$ cat src/rtl/rf_arb_pkg.sv
// Shared definitions for the two-port register-file arbiter: FSM states and
// register-file geometry.
package rf_arb_pkg;

    localparam int RF_DW     = 32;
    localparam int RF_AW     = 4;
    localparam int RF_DEPTH  = 16;
    localparam int NUM_PORTS = 2;

    typedef enum logic [1:0] {
        IDLE  = 2'd0,
        ISSUE = 2'd1,
        RESP  = 2'd2
    } rf_state_t;

endpackage

$ cat src/rtl/rf_arbiter_if.sv
// One requester port of the register-file arbiter: request handshake,
// command fields and completion/read-data return.
interface rf_arbiter_if
    import rf_arb_pkg::*;
#(
    parameter int DW = RF_DW,
    parameter int AW = RF_AW
);
    logic          valid;
    logic          ready;
    logic          re;
    logic          we;
    logic [AW-1:0] raddr1;
    logic [AW-1:0] raddr2;
    logic [AW-1:0] waddr;
    logic [DW-1:0] wdata;
    logic          resp_valid;
    logic [DW-1:0] rdata1;
    logic [DW-1:0] rdata2;

    modport master (
        output valid, re, we, raddr1, raddr2, waddr, wdata,
        input  ready, resp_valid, rdata1, rdata2
    );

    modport slave (
        input  valid, re, we, raddr1, raddr2, waddr, wdata,
        output ready, resp_valid, rdata1, rdata2
    );
endinterface

$ cat src/rtl/rr_arb2.sv
// Two-request round-robin arbiter; the pointer remembers the last granted port
// and only moves when a grant is actually issued.
module rr_arb2
    import rf_arb_pkg::*;
(
    input  logic                 clk,
    input  logic                 rst,
    input  logic [NUM_PORTS-1:0] req,
    input  logic                 en,
    output logic [NUM_PORTS-1:0] gnt
);
    logic last;

    always_comb begin
        gnt = '0;
        if (en) begin
            case (req)
                2'b01:   gnt = 2'b01;
                2'b10:   gnt = 2'b10;
                2'b11:   gnt = last ? 2'b01 : 2'b10;
                default: gnt = 2'b00;
            endcase
        end
    end

    // Reset to "port 1 last" so port 0 wins the first conflict.
    always_ff @(posedge clk) begin
        if (rst)
            last <= 1'b1;
        else if (|gnt)
            last <= gnt[1];
    end
endmodule

$ cat src/rtl/rf_arbiter.sv
// Two-port register-file access arbiter: each accepted request runs
// IDLE -> ISSUE -> RESP, driving one register-file read/write in ISSUE.
module rf_arbiter
    import rf_arb_pkg::*;
#(
    parameter int DW = RF_DW,
    parameter int AW = RF_AW
) (
    input  logic          clk,
    input  logic          rst,
    rf_arbiter_if.slave   req0,
    rf_arbiter_if.slave   req1,
    output logic          rf_en,
    output logic          rf_rst,
    output logic          rf_rd,
    output logic          rf_wr,
    output logic [AW-1:0] rf_sel_i1,
    output logic [AW-1:0] rf_sel_o1,
    output logic [AW-1:0] rf_sel_o2,
    output logic [DW-1:0] rf_ip1,
    input  logic [DW-1:0] rf_op1,
    input  logic [DW-1:0] rf_op2
);
    rf_state_t            state, state_nxt;
    logic [NUM_PORTS-1:0] req_vld;
    logic [NUM_PORTS-1:0] gnt;
    logic                 arb_en;
    logic                 resp0, resp1;

    logic                 cmd_port;
    logic                 cmd_re;
    logic                 cmd_we;
    logic [AW-1:0]        cmd_raddr1;
    logic [AW-1:0]        cmd_raddr2;
    logic [AW-1:0]        cmd_waddr;
    logic [DW-1:0]        cmd_wdata;

    assign req_vld = {req1.valid, req0.valid};
    assign arb_en  = (state == IDLE) && !rst;

    rr_arb2 u_arb (
        .clk (clk),
        .rst (rst),
        .req (req_vld),
        .en  (arb_en),
        .gnt (gnt)
    );

    always_ff @(posedge clk) begin
        if (rst) begin
            state      <= IDLE;
            cmd_port   <= 1'b0;
            cmd_re     <= 1'b0;
            cmd_we     <= 1'b0;
            cmd_raddr1 <= '0;
            cmd_raddr2 <= '0;
            cmd_waddr  <= '0;
            cmd_wdata  <= '0;
        end else begin
            state <= state_nxt;
            if (gnt[1]) begin
                cmd_port   <= 1'b1;
                cmd_re     <= req1.re;
                cmd_we     <= req1.we;
                cmd_raddr1 <= req1.raddr1;
                cmd_raddr2 <= req1.raddr2;
                cmd_waddr  <= req1.waddr;
                cmd_wdata  <= req1.wdata;
            end else if (gnt[0]) begin
                cmd_port   <= 1'b0;
                cmd_re     <= req0.re;
                cmd_we     <= req0.we;
                cmd_raddr1 <= req0.raddr1;
                cmd_raddr2 <= req0.raddr2;
                cmd_waddr  <= req0.waddr;
                cmd_wdata  <= req0.wdata;
            end
        end
    end

    always_comb begin
        state_nxt = state;
        rf_en     = 1'b0;
        rf_rd     = 1'b0;
        rf_wr     = 1'b0;
        resp0     = 1'b0;
        resp1     = 1'b0;
        case (state)
            IDLE: begin
                if (|gnt)
                    state_nxt = ISSUE;
            end
            ISSUE: begin
                rf_en     = 1'b1;
                rf_rd     = cmd_re;
                rf_wr     = cmd_we;
                state_nxt = RESP;
            end
            RESP: begin
                resp0     = !cmd_port;
                resp1     = cmd_port;
                state_nxt = IDLE;
            end
            default: state_nxt = IDLE;
        endcase
        // Reset aborts any in-flight operation and clears the register file.
        if (rst) begin
            state_nxt = IDLE;
            rf_en     = 1'b1;
            rf_rd     = 1'b0;
            rf_wr     = 1'b0;
            resp0     = 1'b0;
            resp1     = 1'b0;
        end
    end

    assign rf_rst    = rst;
    assign rf_sel_o1 = cmd_raddr1;
    assign rf_sel_o2 = cmd_raddr2;
    assign rf_sel_i1 = cmd_waddr;
    assign rf_ip1    = cmd_wdata;

    assign req0.ready      = gnt[0];
    assign req1.ready      = gnt[1];
    assign req0.resp_valid = resp0;
    assign req1.resp_valid = resp1;
    assign req0.rdata1     = rf_op1;
    assign req0.rdata2     = rf_op2;
    assign req1.rdata1     = rf_op1;
    assign req1.rdata2     = rf_op2;
endmodule

$ cat src/flat_wrapper.sv
// flat-port wrapper written by rule: the top's interface ports become plain ports
module rf_arbiter_flat import rf_arb_pkg::*;
#(
    parameter int DW = RF_DW,
    parameter int AW = RF_AW
)
  (clk, rst, rf_en, rf_rst, rf_rd, rf_wr, rf_sel_i1, rf_sel_o1, rf_sel_o2, rf_ip1, rf_op1, rf_op2, req0_valid, req0_re, req0_we, req0_raddr1, req0_raddr2, req0_waddr, req0_wdata, req0_ready, req0_resp_valid, req0_rdata1, req0_rdata2, req1_valid, req1_re, req1_we, req1_raddr1, req1_raddr2, req1_waddr, req1_wdata, req1_ready, req1_resp_valid, req1_rdata1, req1_rdata2);
  rf_arbiter_if #(.DW(DW), .AW(AW)) req0_i ();
  rf_arbiter_if #(.DW(DW), .AW(AW)) req1_i ();
  input  logic clk;
  input  logic rst;
  output logic rf_en;
  output logic rf_rst;
  output logic rf_rd;
  output logic rf_wr;
  output logic [AW-1:0] rf_sel_i1;
  output logic [AW-1:0] rf_sel_o1;
  output logic [AW-1:0] rf_sel_o2;
  output logic [DW-1:0] rf_ip1;
  input  logic [DW-1:0] rf_op1;
  input  logic [DW-1:0] rf_op2;
  input wire logic [$bits(req0_i.valid)-1:0] req0_valid;
  input wire logic [$bits(req0_i.re)-1:0] req0_re;
  input wire logic [$bits(req0_i.we)-1:0] req0_we;
  input wire logic [$bits(req0_i.raddr1)-1:0] req0_raddr1;
  input wire logic [$bits(req0_i.raddr2)-1:0] req0_raddr2;
  input wire logic [$bits(req0_i.waddr)-1:0] req0_waddr;
  input wire logic [$bits(req0_i.wdata)-1:0] req0_wdata;
  output wire logic [$bits(req0_i.ready)-1:0] req0_ready;
  output wire logic [$bits(req0_i.resp_valid)-1:0] req0_resp_valid;
  output wire logic [$bits(req0_i.rdata1)-1:0] req0_rdata1;
  output wire logic [$bits(req0_i.rdata2)-1:0] req0_rdata2;
  input wire logic [$bits(req1_i.valid)-1:0] req1_valid;
  input wire logic [$bits(req1_i.re)-1:0] req1_re;
  input wire logic [$bits(req1_i.we)-1:0] req1_we;
  input wire logic [$bits(req1_i.raddr1)-1:0] req1_raddr1;
  input wire logic [$bits(req1_i.raddr2)-1:0] req1_raddr2;
  input wire logic [$bits(req1_i.waddr)-1:0] req1_waddr;
  input wire logic [$bits(req1_i.wdata)-1:0] req1_wdata;
  output wire logic [$bits(req1_i.ready)-1:0] req1_ready;
  output wire logic [$bits(req1_i.resp_valid)-1:0] req1_resp_valid;
  output wire logic [$bits(req1_i.rdata1)-1:0] req1_rdata1;
  output wire logic [$bits(req1_i.rdata2)-1:0] req1_rdata2;
  assign req0_i.valid = req0_valid;
  assign req0_i.re = req0_re;
  assign req0_i.we = req0_we;
  assign req0_i.raddr1 = req0_raddr1;
  assign req0_i.raddr2 = req0_raddr2;
  assign req0_i.waddr = req0_waddr;
  assign req0_i.wdata = req0_wdata;
  assign req0_ready = req0_i.ready;
  assign req0_resp_valid = req0_i.resp_valid;
  assign req0_rdata1 = req0_i.rdata1;
  assign req0_rdata2 = req0_i.rdata2;
  assign req1_i.valid = req1_valid;
  assign req1_i.re = req1_re;
  assign req1_i.we = req1_we;
  assign req1_i.raddr1 = req1_raddr1;
  assign req1_i.raddr2 = req1_raddr2;
  assign req1_i.waddr = req1_waddr;
  assign req1_i.wdata = req1_wdata;
  assign req1_ready = req1_i.ready;
  assign req1_resp_valid = req1_i.resp_valid;
  assign req1_rdata1 = req1_i.rdata1;
  assign req1_rdata2 = req1_i.rdata2;
  rf_arbiter #(.DW(DW), .AW(AW)) u_core (.clk(clk), .rst(rst), .req0(req0_i), .req1(req1_i), .rf_en(rf_en), .rf_rst(rf_rst), .rf_rd(rf_rd), .rf_wr(rf_wr), .rf_sel_i1(rf_sel_i1), .rf_sel_o1(rf_sel_o1), .rf_sel_o2(rf_sel_o2), .rf_ip1(rf_ip1), .rf_op1(rf_op1), .rf_op2(rf_op2));
endmodule
$ cat config.mk
export PLATFORM = sky130hd
export DESIGN_NAME = rf_arbiter_flat
export DESIGN_NICKNAME = d
export VERILOG_FILES = /design/src/rtl/rf_arb_pkg.sv /design/src/rtl/rf_arbiter_if.sv /design/src/rtl/rr_arb2.sv /design/src/rtl/rf_arbiter.sv /design/src/flat_wrapper.sv
export SDC_FILE = /design/constraint.sdc
export NUM_CORES = 1
export LEC_CHECK = 0
export ABC_AREA = 1
export BUFFER_PORTS_ARGS = -buffer_cell sky130_fd_sc_hd__buf_4
export CELL_PAD_IN_SITES_DETAIL_PLACEMENT = 1
export CELL_PAD_IN_SITES_GLOBAL_PLACEMENT = 1
export CORE_ASPECT_RATIO = 1.1
export CORE_MARGIN = 1.5
export CORE_UTILIZATION = 23
export CTS_BUF_LIST = sky130_fd_sc_hd__clkbuf_4 sky130_fd_sc_hd__clkbuf_8 sky130_fd_sc_hd__clkbuf_16
export DETAILED_ROUTE_END_ITERATION = 8
export PLACE_DENSITY = 0.86
export SLEW_MARGIN = 20
export SYNTH_ARGS = -nofsm -noshare
export SYNTH_HDL_FRONTEND = slang
export SYNTH_SLANG_ARGS = --single-unit
$ cat constraint.sdc
create_clock -name clk -period 1.2 [get_ports clk]
set_input_delay 0.18 -clock clk [delete_from_list [all_inputs] [get_ports clk]]
set_output_delay 0.18 -clock clk [all_outputs]
set_load 0.01 [all_outputs]
# [After elaboration in Yosys (flattened, before gate mapping)]
# Cells that the tools add are included.
[classes] n_eq_ne=6 muxes=29 reduce_logical=6
[ops] cell="2-to-1 mux 32 bit" count=2
[ops] cell="2-to-1 mux 4 bit" count=6
[ops] cell="2-to-1 mux 1 bit" count=16
[ops] cell="equality test 2 bit (second input constant)" count=3
[ops] cell="2-to-1 mux 2 bit" count=3
[ops] cell="case mux 2 bit (3 select lines)" count=1
[ops] cell="equality test 2 x 1 -> 1 bit (second input constant)" count=2
[ops] cell="case mux 2 bit (2 select lines)" count=1
[ops] cell="zero test 1 bit" count=2
[ops] cell="zero test 2 bit" count=1
[ops] cell="inequality test 2 bit (second input constant)" count=1
[ops] cell="nonzero test 2 bit" count=1
[ops] cell="OR reduction 2 bit" count=1
[ops] cell="logical AND 1 bit" count=1
[word_totals] ff_bits=50 input_bits=160 output_inout_bits=180

# [Longest topological paths before layout]
[depth] word_depth=6 mapped_depth=8

# [Cells and area by module]
# From an unflattened synthesis, not the netlist that was laid out.
[hier_totals] hier_cells=509 hier_area_um2=3412.0
[by_module_without_submodules] module="rf_arbiter" n_inst=1 cells_per_inst=497 area_each_um2=3340.7 seq_area_each_um2=980.9
[by_module_without_submodules] module="rr_arb2" n_inst=1 cells_per_inst=12 area_each_um2=71.3 seq_area_each_um2=20.0

# [Least setup slack after synthesis]
# OpenSTA, ideal clock, no wires.
[synth_path] kind="flip-flop to flip-flop" start="reg u_core.state[1]" end="reg u_core.cmd_waddr[0] (netlist: u_core.rf_sel_i1[0])" arrival_ps=1119 t_required_ps=1085 path_slack_ps=-34 stages_incl_launch_ff=9 n_path_buf=2 synth_period_minus_slack_ps=1234 cell_sequence="dfxtp_1 nor2_2 nand2_2 a21oi_2 buf_4 buf_4 nand2_1 nor2_1 nor2_1"
[synth_between] elab_chain_cells=4
[synth_lines] item="from (decl)" line_no="rf_arbiter.sv:24" rtl="rf_state_t state, state_nxt;"
[synth_lines] item="from (signal assigned)" line_no="rf_arbiter.sv:60" rtl="state <= state_nxt;"
[synth_lines] item="zero test 2 bit *" line_no="rf_arbiter.sv:39" rtl="assign arb_en = (state == IDLE) && !rst;"
[synth_lines] item="logical AND 1 bit *" line_no="rf_arbiter.sv:39"
[synth_lines] item="2-to-1 mux 2 bit *" line_no="rr_arb2.sv:16" rtl="if (en) begin"
[synth_lines] item="2-to-1 mux 4 bit or nonzero test 2 bit (tied branches)"
[synth_lines] item="to (signal assigned)" line_no="rf_arbiter.sv:67" rtl="cmd_waddr <= req1.waddr;"
[synth_lines] item="to (signal assigned)" line_no="rf_arbiter.sv:75" rtl="cmd_waddr <= req0.waddr;"
[synth_lines] item="to (decl)" line_no="rf_arbiter.sv:35" rtl="logic [AW-1:0] cmd_waddr;"
# Mark *: on every way between the ends. The rest lies on a longest branch, timed or not.
# A chain may end at the register's enable or synchronous reset.

# [Worst setup path after layout]
[layout_path] start="reg u_core.state[1]" end="reg u_core.cmd_wdata[10] (netlist: u_core.rf_ip1[10])"
[layout_between] elab_chain_cells=4
[layout_lines] item="zero test 2 bit *" line_no="rf_arbiter.sv:39"
[layout_lines] item="logical AND 1 bit *" line_no="rf_arbiter.sv:39"
[layout_lines] item="2-to-1 mux 2 bit *" line_no="rr_arb2.sv:16"
[layout_lines] item="2-to-1 mux 32 bit or nonzero test 2 bit (tied branches)"
[layout_lines] item="to (signal assigned)" line_no="rf_arbiter.sv:68" rtl="cmd_wdata <= req1.wdata;"
[layout_lines] item="to (signal assigned)" line_no="rf_arbiter.sv:76" rtl="cmd_wdata <= req0.wdata;"
[layout_lines] item="to (decl)" line_no="rf_arbiter.sv:36" rtl="logic [DW-1:0] cmd_wdata;"
# Marks and branches as above.

==> flow_metrics.py <==
metrics = {
    "critical_path": {
        "rr_worst_depth": 9,
        "regToRegSetupSlack_ns": -0.23,
        "worstSetupStartpointType": "flop",
        "critPathKind": "reg -> reg",
        "worst_path_largest_cell_delay_ns": 0.34,
        "critPathCaptureType": "flop",
        "path_cells": "nor2_4 > nand2_4 > a21oi_4 > buf_6 > buf_12 > buf_16 > nand2_4 > nor2_2 > nor2_1",
        "worstReg2RegEnd": "u_core.rf_ip1[10]",
        "cp.arrival_ns": 1.63,
        "cp_slowest_cell": "dfxtp_2",
        "cpMostUsedCell": "nand2_4",
        "r2r-start": "u_core.state[1]",
        "critPathMaxFanout": 6,
        "critPathRequiredTime_ns": 1.40,
    },
    "yosys": {
        "synth_compound_area_share_pct": 17.8,
        "synth_xor_xnor_area_share_pct": 0,
        "ys_warn_count": 0,
        "synth_simple_gate_area_share_pct": 23.4,
        "synthCells": 564,
        "yosys.area.top_type": "buf_4",
        "synth_fp_nets": 724,
        "synthAdderAreaFrac_pct": 0,
        "netlist.area_leader.share_pct": 25.6,
        "yosysUniqueCellTypes": 19,
        "syn-cell-area_um2": 4020,
        "ys_top_cells_by_area": "buf_4 (26%), dfxtp_1 (25%), o21bai_1 (17%)",
        "synth_flop_cell": "dfxtp_1",
        "synth_top_family_by_area": "buffers and inverters",
        "synthTopCellsByCount": "buf_4 (137), nor2_1 (95), o21bai_1 (92)",
        "ys_seq_area_share_pct": 24.9,
        "syn_avg_cell_area_um2": 7.12,
        "async_reset_ff_share_pct": 0,
        "synthMuxAreaShare_pct": 0,
        "synth-edff-count": 0,
        "yosysMostFrequentCell": "buf_4",
        "ys_ff_latch": 50,
    },
    "detailed_routing": {
        "routed_wl_um": 14200,
        "drtIter0Drc": 69,
        "vias_per_cell": 4.21,
        "num_vias": 3479,
        "first_pass_iters": 3,
        "post-route-drc-count": 0,
        "ant_nets": 0,
        "wl_per_cell_um": 17.1,
    },
    "floorplan": {
        "std_cell_rows": 50,
        "io-pin-count": 340,
        "die_area_um2": 18300,
        "die_h_um": 142,
        "start_util_pct": 23.5,
        "core_um2": 17100,
        "fp.dieW_um": 129,
    },
    "sta": {
        "fin_crit_sh_pct": 119,
        "worst_slack_ns": -0.232,
        "rsz0062_at_grt": "true",
        "drv_slew": 0,
        "setup_viol": 54,
        "max-slew-margin-rel_pct": 72.2,
        "period_needed_ns": 1.43,
        "fin_skew_ns": 0.0104,
        "worstMarginPinSlew_ns": 0.417,
        "fmax_mhz": 698,
        "hold_viol": 0,
    },
    "outcome": {
        "status": "finished with violations",
        "violations": "negative setup slack",
    },
    "cells_and_area": {
        "drive_above_1_share_pct": 37.4,
        "fin_util_pct": 30.3,
        "antenna_cells": 0,
        "synthToLayoutAreaGrowth_pct": 28.6,
        "stdcell_count": 827,
        "final_nets": 753,
    },
    "placed_design": {
        "gp_congestion": 0.734,
        "dp_hpwl_um": 10000,
        "pre_cts_slack_ns": -0.285,
        "dp_cells": 805,
        "portBuffers": 147,
    },
    "global_routing": {
        "grt_pass1_wl_um": 20500,
        "grt_pass1_vias": 3549,
        "grt_start_max_net_pins": 57,
        "grt_usage_pct": 15.1,
        "grt-ovfl-total": 0,
        "antenna_found_initial": 0,
    },
    "hold_path": {
        "holdPathStages": 3,
        "min-delay-start": "req1_valid",
        "hold_path.class": "in -> reg",
        "whs_endpoint": "u_core.cmd_port",
    },
    "clock_network": {
        "cts.sink_count": 50,
        "clock_tree.root_cell": "clkbuf_16",
        "cts_tree": "done",
        "cts_buffers": 5,
        "clk_pin_slew_ns": 0.07,
        "cts_hold_buf": 0,
        "clockBufferDepth": 2,
        "clk_latency_ns": 0.30,
        "htreeDepth": 2,
    },
    "power": {
        "power_leakage_nw": 2.56,
        "vdd_ir_drop_max_mv": 0.477,
        "p_per_area_nw_per_um2": 1040,
    },
    "run": {
        "cap_violations": 0,
    },
}
-- cell type report --
type                            count  area (um2)
Fill cell                        2064       11900
Multi-Input combinational cell    296        1790
Timing Repair Buffer              186        1710
Sequential cell                    50        1000
Tap cell                          234         293
Inverter                           54         205
Clock buffer                        6         139
Clock inverter                      1        30.0
-- sequential cells by signal (all words and copies together) (netlist names) --
signal             cells
u_core.cmd_port        1
u_core.cmd_re          1
u_core.cmd_we          1
u_core.rf_ip1         32
u_core.rf_sel_i1       4
u_core.rf_sel_o1       4
u_core.rf_sel_o2       4
u_core.state           2
u_core.u_arb.last      1
-- worst max-delay path: cells and delay by family (launching register included) --
kind / cells / cell delay (ns)
buf+inv: 3 / 0.41
simple gates: 5 / 0.41
flops: 1 / 0.34
compound gates: 1 / 0.17
-- where the power goes --
| group | internal (mW) | total, mW | switching (mW) |
|---|---|---|---|
| clock | 1.03 | 1.74 | 0.710 |
| sequential | 1.82 | 1.90 | 0.0857 |
| combinational | 0.943 | 1.74 | 0.792 |
-- kinds of logic after synthesis --
family	Yosys count
AOI/OAI and AO/OA	96
DFF	50
buffers and inverters	218
and+or+nand+nor	200
-- timing repair --
action | 4_1_cts | 5_1_grt
setup endpoints to repair | 53 | 54
gates resized for setup | 43 | 14
gates cloned | 6 | 3
buffers inserted | 6 | 2
pin swaps | 7 | 15
-- worst max path at each step --
stage	startpoint	slack, ns	to
after floorplan	u_core.state[1]	-0.0005	u_core.rf_sel_i1[0]
final	u_core.state[1]	-0.23	u_core.rf_ip1[10]
after CTS	u_core.state[1]	-0.25	req0_ready
after detailed placement	rst	-0.28	u_core.cmd_we
after global placement	rst	-0.23	u_core.cmd_we
after global routing	u_core.state[1]	-0.33	u_core.rf_ip1[10]
-- per-stage QoR --
| step | TNS [ns] | hold WS, ns | total power [mW] | instance area [um2] |
|---|---|---|---|---|
| 2_1_floorplan | -0.0118 | 0.384 | 3.10 | 4020 |
| 3_3_place_gp | -8.41 | 0.360 | 3.35 | 4520 |
| 3_5_place_dp | -10.90 | 0.360 | 3.38 | 4520 |
| 4_1_cts | -10.12 | 0.197 | 5.45 | 5070 |
| 5_1_grt | -13.06 | 0.202 | 5.72 | 5170 |
| 6_report | -7.79 | 0.205 | 5.38 | 5170 |
-- layout by cell type, fill, tap and decap left out, types with 8 or more instances in the layout --
master     synthesis  routed
nor3b_1           46      44
o21bai_1          92      90
inv_1             54      51
clkbuf_16          0       8
dfxtp_1           50      48
buf_12             0      11
nor2_1            95      90
buf_4            137     158
buf_6              1       9
nand2_1           51      44
-- routing by layer --
layer	part of all wire (%)	up-vias	global-route usage, %
met5	0	-	0
met3	12	40	7.77
met2	52	158	27.9
met4	3.3	0	6.03
met1	34	1590	13.9
li1	-	1691	-
(Power assumes the default switching activity.)
